--- src/rtl/port_timer_pkg.sv ---
// port_timer_pkg: shared definitions for the port_timer block.
//   - register offsets inside the 8-entry window
//   - CTRL / STATUS bit positions
//   - register-select enum and the offset decoder
package port_timer_pkg;

    localparam logic [2:0] OFF_CTRL    = 3'd0;
    localparam logic [2:0] OFF_RELOAD  = 3'd1;
    localparam logic [2:0] OFF_COUNT   = 3'd2;
    localparam logic [2:0] OFF_STATUS  = 3'd3;
    localparam logic [2:0] OFF_CAPTURE = 3'd4;

    localparam int CTRL_EN_BIT   = 0;
    localparam int CTRL_AUTO_BIT = 1;
    localparam int CTRL_IE_BIT   = 2;
    localparam int CTRL_PSEL_LSB = 4;

    localparam int STAT_PEND_BIT = 0;
    localparam int STAT_CAPF_BIT = 1;

    typedef enum logic [2:0] {
        SEL_CTRL    = 3'd0,
        SEL_RELOAD  = 3'd1,
        SEL_COUNT   = 3'd2,
        SEL_STATUS  = 3'd3,
        SEL_CAPTURE = 3'd4,
        SEL_RSVD    = 3'd5
    } reg_sel_e;

    // Map a window offset onto the register it selects.
    function automatic reg_sel_e decode_offset(input logic [2:0] off);
        reg_sel_e sel;
        case (off)
            OFF_CTRL:    sel = SEL_CTRL;
            OFF_RELOAD:  sel = SEL_RELOAD;
            OFF_COUNT:   sel = SEL_COUNT;
            OFF_STATUS:  sel = SEL_STATUS;
            OFF_CAPTURE: sel = SEL_CAPTURE;
            default:     sel = SEL_RSVD;
        endcase
        return sel;
    endfunction

endpackage

--- src/rtl/port_timer_presc.sv ---
// port_timer_presc: prescaler producing one tick every 2^psel clocks.
//   clk   : system clock
//   reset : asynchronous active-low reset
//   en    : count enable (counter frozen while low)
//   clr   : synchronous clear of the prescaler counter
//   psel  : log2 of the tick period, saturated at PRESC_W
//   tick  : high for one clock at the end of each period
module port_timer_presc
    import port_timer_pkg::*;
#(
    parameter int PRESC_W = 8
) (
    input  logic       clk,
    input  logic       reset,
    input  logic       en,
    input  logic       clr,
    input  logic [3:0] psel,
    output logic       tick
);

    localparam logic [31:0] PSEL_MAX = PRESC_W;

    logic [PRESC_W-1:0] cnt_r;
    logic [PRESC_W-1:0] mask_s;
    logic [31:0]        psel_eff_s;

    // Saturate psel and build the low-bit mask that defines the period.
    always_comb begin
        psel_eff_s = ({28'd0, psel} > PSEL_MAX) ? PSEL_MAX : {28'd0, psel};
        mask_s     = ~({PRESC_W{1'b1}} << psel_eff_s);
    end

    // The tick fires when all masked bits are set, i.e. after 2^psel clocks.
    assign tick = en & ((cnt_r & mask_s) == mask_s);

    // Free-running prescaler counter; clr restarts the period.
    always_ff @(posedge clk or negedge reset) begin
        if (!reset) begin
            cnt_r <= '0;
        end else if (clr) begin
            cnt_r <= '0;
        end else if (en) begin
            cnt_r <= cnt_r + PRESC_W'(1);
        end
    end

endmodule

--- src/rtl/port_timer.sv ---
// port_timer: memory-mapped down-counting timer with prescaler and interrupt.
//   Register window BASE_ADDR..BASE_ADDR+7:
//     0 CTRL (EN, AUTO, IE, PSEL[7:4])  1 RELOAD  2 COUNT
//     3 STATUS (PEND bit0, CAPF bit1)   4 CAPTURE  5-7 reserved
//   Ports: clk, reset (async active-low), data_address, read_strobe,
//          write_strobe, data_out (CPU write data), rd_data (combinational
//          read data), sel (address in window), intr (interrupt request),
//          cap_in (only with PORT_TIMER_CAPTURE_EN).
//   Optional feature macro: PORT_TIMER_CAPTURE_EN adds the input-capture unit.
module port_timer
    import port_timer_pkg::*;
#(
    parameter logic [7:0] BASE_ADDR = 8'hF0,
    parameter int         PRESC_W   = 8
) (
    input  logic       clk,
    input  logic       reset,
    input  logic [7:0] data_address,
    input  logic       read_strobe,
    input  logic       write_strobe,
    input  logic [7:0] data_out,
`ifdef PORT_TIMER_CAPTURE_EN
    input  logic       cap_in,
`endif
    output logic [7:0] rd_data,
    output logic       sel,
    output logic       intr
);

    logic       en_r, auto_r, ie_r;
    logic [3:0] psel_r;
    logic [7:0] reload_r, count_r;
    logic       pend_r;

    logic [7:0] offset_s;
    logic       sel_s;
    reg_sel_e   reg_sel_s;
    logic       wr_s, wr_ctrl_s, wr_reload_s, wr_count_s, wr_status_s;
    logic       presc_clr_s, tick_s, expire_s;
    logic [7:0] capture_s;
    logic       capf_s;

    // Reads never have side effects, so the read qualifier is not needed.
    logic       unused_s;
    assign unused_s = read_strobe;

    // Offset subtraction lets BASE_ADDR sit on any byte boundary.
    assign offset_s  = data_address - BASE_ADDR;
    assign sel_s     = (offset_s[7:3] == 5'd0);
    assign reg_sel_s = decode_offset(offset_s[2:0]);
    assign sel       = sel_s;

    assign wr_s        = write_strobe & sel_s;
    assign wr_ctrl_s   = wr_s & (reg_sel_s == SEL_CTRL);
    assign wr_reload_s = wr_s & (reg_sel_s == SEL_RELOAD);
    assign wr_count_s  = wr_s & (reg_sel_s == SEL_COUNT);
    assign wr_status_s = wr_s & (reg_sel_s == SEL_STATUS);

    // Only a 0->1 transition of EN restarts the prescaler phase.
    assign presc_clr_s = wr_ctrl_s & data_out[CTRL_EN_BIT] & ~en_r;

    // A COUNT write swallows a coincident tick, including its expiry.
    assign expire_s = tick_s & ~wr_count_s & (count_r == 8'd0);

    port_timer_presc #(
        .PRESC_W (PRESC_W)
    ) u_presc (
        .clk   (clk),
        .reset (reset),
        .en    (en_r),
        .clr   (presc_clr_s),
        .psel  (psel_r),
        .tick  (tick_s)
    );

    // Control, reload, count and pending-flag registers.
    always_ff @(posedge clk or negedge reset) begin
        if (!reset) begin
            en_r     <= 1'b0;
            auto_r   <= 1'b0;
            ie_r     <= 1'b0;
            psel_r   <= 4'd0;
            reload_r <= 8'd0;
            count_r  <= 8'd0;
            pend_r   <= 1'b0;
        end else begin
            if (wr_ctrl_s) begin
                en_r   <= data_out[CTRL_EN_BIT];
                auto_r <= data_out[CTRL_AUTO_BIT];
                ie_r   <= data_out[CTRL_IE_BIT];
                psel_r <= data_out[CTRL_PSEL_LSB +: 4];
            end else if (expire_s && !auto_r) begin
                en_r   <= 1'b0;
            end

            if (wr_reload_s) begin
                reload_r <= data_out;
            end

            if (wr_count_s) begin
                count_r <= data_out;
            end else if (tick_s) begin
                if (count_r != 8'd0) begin
                    count_r <= count_r - 8'd1;
                end else if (auto_r) begin
                    count_r <= reload_r;
                end
            end

            // Expiry has priority over a software clear in the same cycle.
            if (expire_s) begin
                pend_r <= 1'b1;
            end else if (wr_status_s && data_out[STAT_PEND_BIT]) begin
                pend_r <= 1'b0;
            end
        end
    end

`ifdef PORT_TIMER_CAPTURE_EN
    logic [1:0] cap_sync_r;
    logic       cap_prev_r;
    logic [7:0] capture_r;
    logic       capf_r;
    logic       cap_rise_s;

    assign cap_rise_s = cap_sync_r[1] & ~cap_prev_r;

    // Two-flop synchroniser, edge detector, capture register and CAPF flag.
    always_ff @(posedge clk or negedge reset) begin
        if (!reset) begin
            cap_sync_r <= 2'b00;
            cap_prev_r <= 1'b0;
            capture_r  <= 8'd0;
            capf_r     <= 1'b0;
        end else begin
            cap_sync_r <= {cap_sync_r[0], cap_in};
            cap_prev_r <= cap_sync_r[1];
            if (cap_rise_s) begin
                capture_r <= count_r;
                capf_r    <= 1'b1;
            end else if (wr_status_s && data_out[STAT_CAPF_BIT]) begin
                capf_r    <= 1'b0;
            end
        end
    end

    assign capture_s = capture_r;
    assign capf_s    = capf_r;
`else
    assign capture_s = 8'd0;
    assign capf_s    = 1'b0;
`endif

    // Without the capture unit capf_s is tied low, leaving intr = IE & PEND.
    assign intr = ie_r & (pend_r | capf_s);

    // Combinational read mux; anything outside the window reads zero.
    always_comb begin
        rd_data = 8'd0;
        if (sel_s) begin
            case (reg_sel_s)
                SEL_CTRL:    rd_data = {psel_r, 1'b0, ie_r, auto_r, en_r};
                SEL_RELOAD:  rd_data = reload_r;
                SEL_COUNT:   rd_data = count_r;
                SEL_STATUS:  rd_data = {6'd0, capf_s, pend_r};
                SEL_CAPTURE: rd_data = capture_s;
                default:     rd_data = 8'd0;
            endcase
        end else begin
            rd_data = 8'd0;
        end
    end

endmodule

--- config.mk ---
export PLATFORM = sky130hd
export DESIGN_NAME = port_timer
export DESIGN_NICKNAME = d
export VERILOG_FILES = /design/src/rtl/port_timer_pkg.sv /design/src/rtl/port_timer_presc.sv /design/src/rtl/port_timer.sv
export SDC_FILE = /design/constraint.sdc
export NUM_CORES = 1
export LEC_CHECK = 0
export ABC_CLOCK_PERIOD_IN_PS = 4300
export CAP_MARGIN = 20
export CELL_PAD_IN_SITES_DETAIL_PLACEMENT = 1
export CELL_PAD_IN_SITES_GLOBAL_PLACEMENT = 2
export CORE_ASPECT_RATIO = 1.1
export CORE_MARGIN = 10
export CORE_UTILIZATION = 36
export CTS_CLUSTER_SIZE = 16
export DETAILED_ROUTE_END_ITERATION = 10
export PLACE_DENSITY_LB_ADDON = 0.1
export SYNTH_ARGS = -nofsm -noshare
export SYNTH_HDL_FRONTEND = slang
export SYNTH_SLANG_ARGS = --single-unit
--- constraint.sdc ---
create_clock -name clk -period 4.3 [get_ports clk]
set_clock_uncertainty 0.15 [all_clocks]
set_input_delay 0.43 -clock clk [delete_from_list [all_inputs] [get_ports clk]]
set_output_delay 0.43 -clock clk [all_outputs]
set_load 0.01 [all_outputs]
==> out/qor.csv <==
metric,value,unit
vias,1727,
pwr-share-comb,0.225,
ios,30,
relSlewSlack,0.537,
clk_path_buf_depth,2,
clock_sinks,32,
yosys_warnings,0,
whs,0.358,ns
drv_slew,0,
htree_levels,2,
yosysSeqAreaShare,0.384,
portBuffers,28,
ir_worst_vdd,0.165,mV
cp_slowest_stage_delay,0.56,ns
routed_wl,5760,um
hold_viol,0,
synthArstFlopShare,1.00,
cts_setup_buffers,0,
tightest_slew,0.694,ns
synth_area_leaders,"dfrtp_1 38%, mux2_2 8.6%, mux2i_1 7.2%",
r2r-start,count_r[0],
track_usage,0.127,
ys_types,46,
antenna_left,0,
power_frac_seq,0.495,
antenna-diode-count,0,
core,0.00570,mm^2
syn-num-nets,242,
critPathRequiredTime,3.72,ns
fin_crit_sh,0.770,
first_global_vias,1882,
internal_power,572,uW
grt_overflow,0,
place_area,0.00242,mm^2
worstPathCellList,clkdlybuf4s50_1 -> ha_1 -> nor2_1 -> nand3_1 -> or3_1 -> nor2b_1 -> clkdlybuf4s50_1,
crit_type,in -> out,
cap_violations,0,
path_max_fanout,8,
drt_iter0_drc,68,
setup_violations,0,
die_w,92.6,um
dpl.hpwl,4290,um
drive_gt1_frac,0.148,
endpoint_kind,output port,
path_buf_inv,2,
place_ws,0.961,ns
p_sw,283,uW
cts_resized,0,
avgSynthCellArea,9.57,um^2
synth_ff_type,dfrtp_1,
arrival,2.73,ns
cts-root-buf,clkbuf_8,
crit_slowest_cell,or3_1,
die_h,99.9,um
cpMostUsedCell,clkdlybuf4s50_1,
grt_max_degree,33,
ys_seq_elements,32,
clk_pin_slew,0.07,ns
p_leak,1.02,nW
synth_edf_count,0,
place_congestion,0.755,
startpoint_type,primary input,
rows,29,
swShare,0.331,
clock_latency,0.28,ns
fin_area,0.00251,mm^2
power.density,341,mW/mm^2
dieArea,0.00925,mm^2
route.detailed.drc,0,
grt_setup_unrepaired,false,
synth_top_area_frac,0.384,
final_nets,267,
yosys.area.top_type,dfrtp_1,
grt_pass1_wl,9450,um
fillCellCount,669,
netlist_area,0.00209,mm^2
wl_per_cell,17.9,um
firstDrtPassIters,4,
cts-hold-fix-buffers,0,
initial_utilization,0.366,
hold_class,reg -> reg,
postSynthCellCount,218,
critical_path.top_delay_family,simple AND/OR/NAND/NOR gates,
finalCriticalPeriod,3.31,ns
cp-startpoint,data_address[4],
cts_made_buffers,5,
setup_tns,0,ns
status,completed,
hp-start,u_presc.cnt_r[7],
area_growth,20.2,%
cts_tree,built,
worst_slack,0.988,ns
clkPwrFrac,0.280,
vias_per_cell,5.38,
post-route-util,0.440,
fmax,302,MHz
antenna_found_initial,0,
-- power by group through the flow --
stage	clock (mW)	combinational (mW)	sequential, mW
6_report	0.240	0.193	0.423
5_1_grt	0.258	0.220	0.432
4_1_cts	0.247	0.197	0.422
3_5_place_dp	0	0.195	0.427
3_3_place_gp	0	0.184	0.423
2_1_floorplan	0	0.160	0.389
-- state kept, by name, indices dropped and copies added, names as in the netlist --
name	flops
pend_r	1
psel_r	4
en_r	1
ie_r	1
u_presc.cnt_r	8
reload_r	8
auto_r	1
count_r	8
-- through the flow --
| stage | total power, mW | std cells |
|---|---|---|
| after floorplan | 0.549 | 218 |
| after global placement | 0.607 | 313 |
| after detailed placement | 0.623 | 313 |
| after CTS | 0.866 | 321 |
| after global routing | 0.911 | 321 |
| final | 0.856 | 321 |
-- cell families after synthesis --
| family | count (synthesis) | share of synthesized area |
|---|---|---|
| flops | 32 | 0.384 |
| buf+inv | 18 | 0.0456 |
| xor+xnor | 7 | 0.0294 |
| fa+ha+maj | 4 | 0.0240 |
| compound gates | 44 | 0.141 |
| mux | 32 | 0.169 |
| simple gates | 81 | 0.207 |
-- per-layer routing --
metal | wire, um | vias to the layer above | GRT usage
met2 | 2930 | 23 | 0.223
li1 | - | 832 | -
met5 | 0 | - | 0
met4 | 57 | 0 | 0.0321
met3 | 260 | 6 | 0.0343
met1 | 2510 | 866 | 0.150
-- synthesized netlist by cell type (3+ instances only) --
cell / n
dfrtp_1: 32
xnor2_1: 6
nor3b_1: 3
a21oi_1: 8
o31ai_1: 4
ha_1: 4
nor2b_1: 6
a22o_1: 4
nor2_1: 17
nand3_1: 6
nand2b_1: 4
o41ai_1: 3
or3b_2: 3
and3_1: 3
mux2_2: 16
clkbuf_1: 8
nor3_1: 6
buf_6: 3
nand2_1: 22
o21ai_0: 11
mux2i_1: 15
inv_1: 5
-- placed cells by master (no fill, tap or decap), types with 4 or more instances in the layout --
| cell type | n |
|---|---|
| a21oi_1 | 8 |
| nand2_1 | 22 |
| ha_1 | 4 |
| nand3_1 | 6 |
| clkbuf_8 | 6 |
| nand2b_1 | 4 |
| mux2_2 | 16 |
| clkdlybuf4s50_1 | 28 |
| inv_1 | 5 |
| o31ai_1 | 4 |
| nor2_1 | 17 |
| nor2b_1 | 6 |
| nor3_1 | 6 |
| mux2i_1 | 15 |
| xnor2_1 | 6 |
| a22o_1 | 4 |
| o21ai_0 | 11 |
| dfrtp_1 | 32 |
-- final cells by class --
| cell class | count | area (um^2) | area share |
|---|---|---|---|
| flip-flops and latches | 32 | 801 | 0.319 |
| clock buffers | 6 | 82.6 | 0.0329 |
| clock inverters | 2 | 10.0 | 0.00399 |
| inverters | 5 | 18.8 | 0.00748 |
| repair buffers | 31 | 303 | 0.121 |
| well taps | 77 | 96.3 | 0.0384 |
| multi-input cells | 168 | 1200 | 0.477 |
-- worst paths after layout --
kind                                     to  slack, ns  cells after the start
setup / recovery                 rd_data[0]       0.99                      7
hold / removal             u_presc.cnt_r[7]       0.36                      1
setup reg to reg                       en_r       1.66                      7
hold reg to reg            u_presc.cnt_r[7]       0.36                      1
max in group asynchronous  u_presc.cnt_r[2]       3.30                      2
min in group asynchronous       reload_r[1]       0.40                      2
Power figures use the tool's default switching activity.
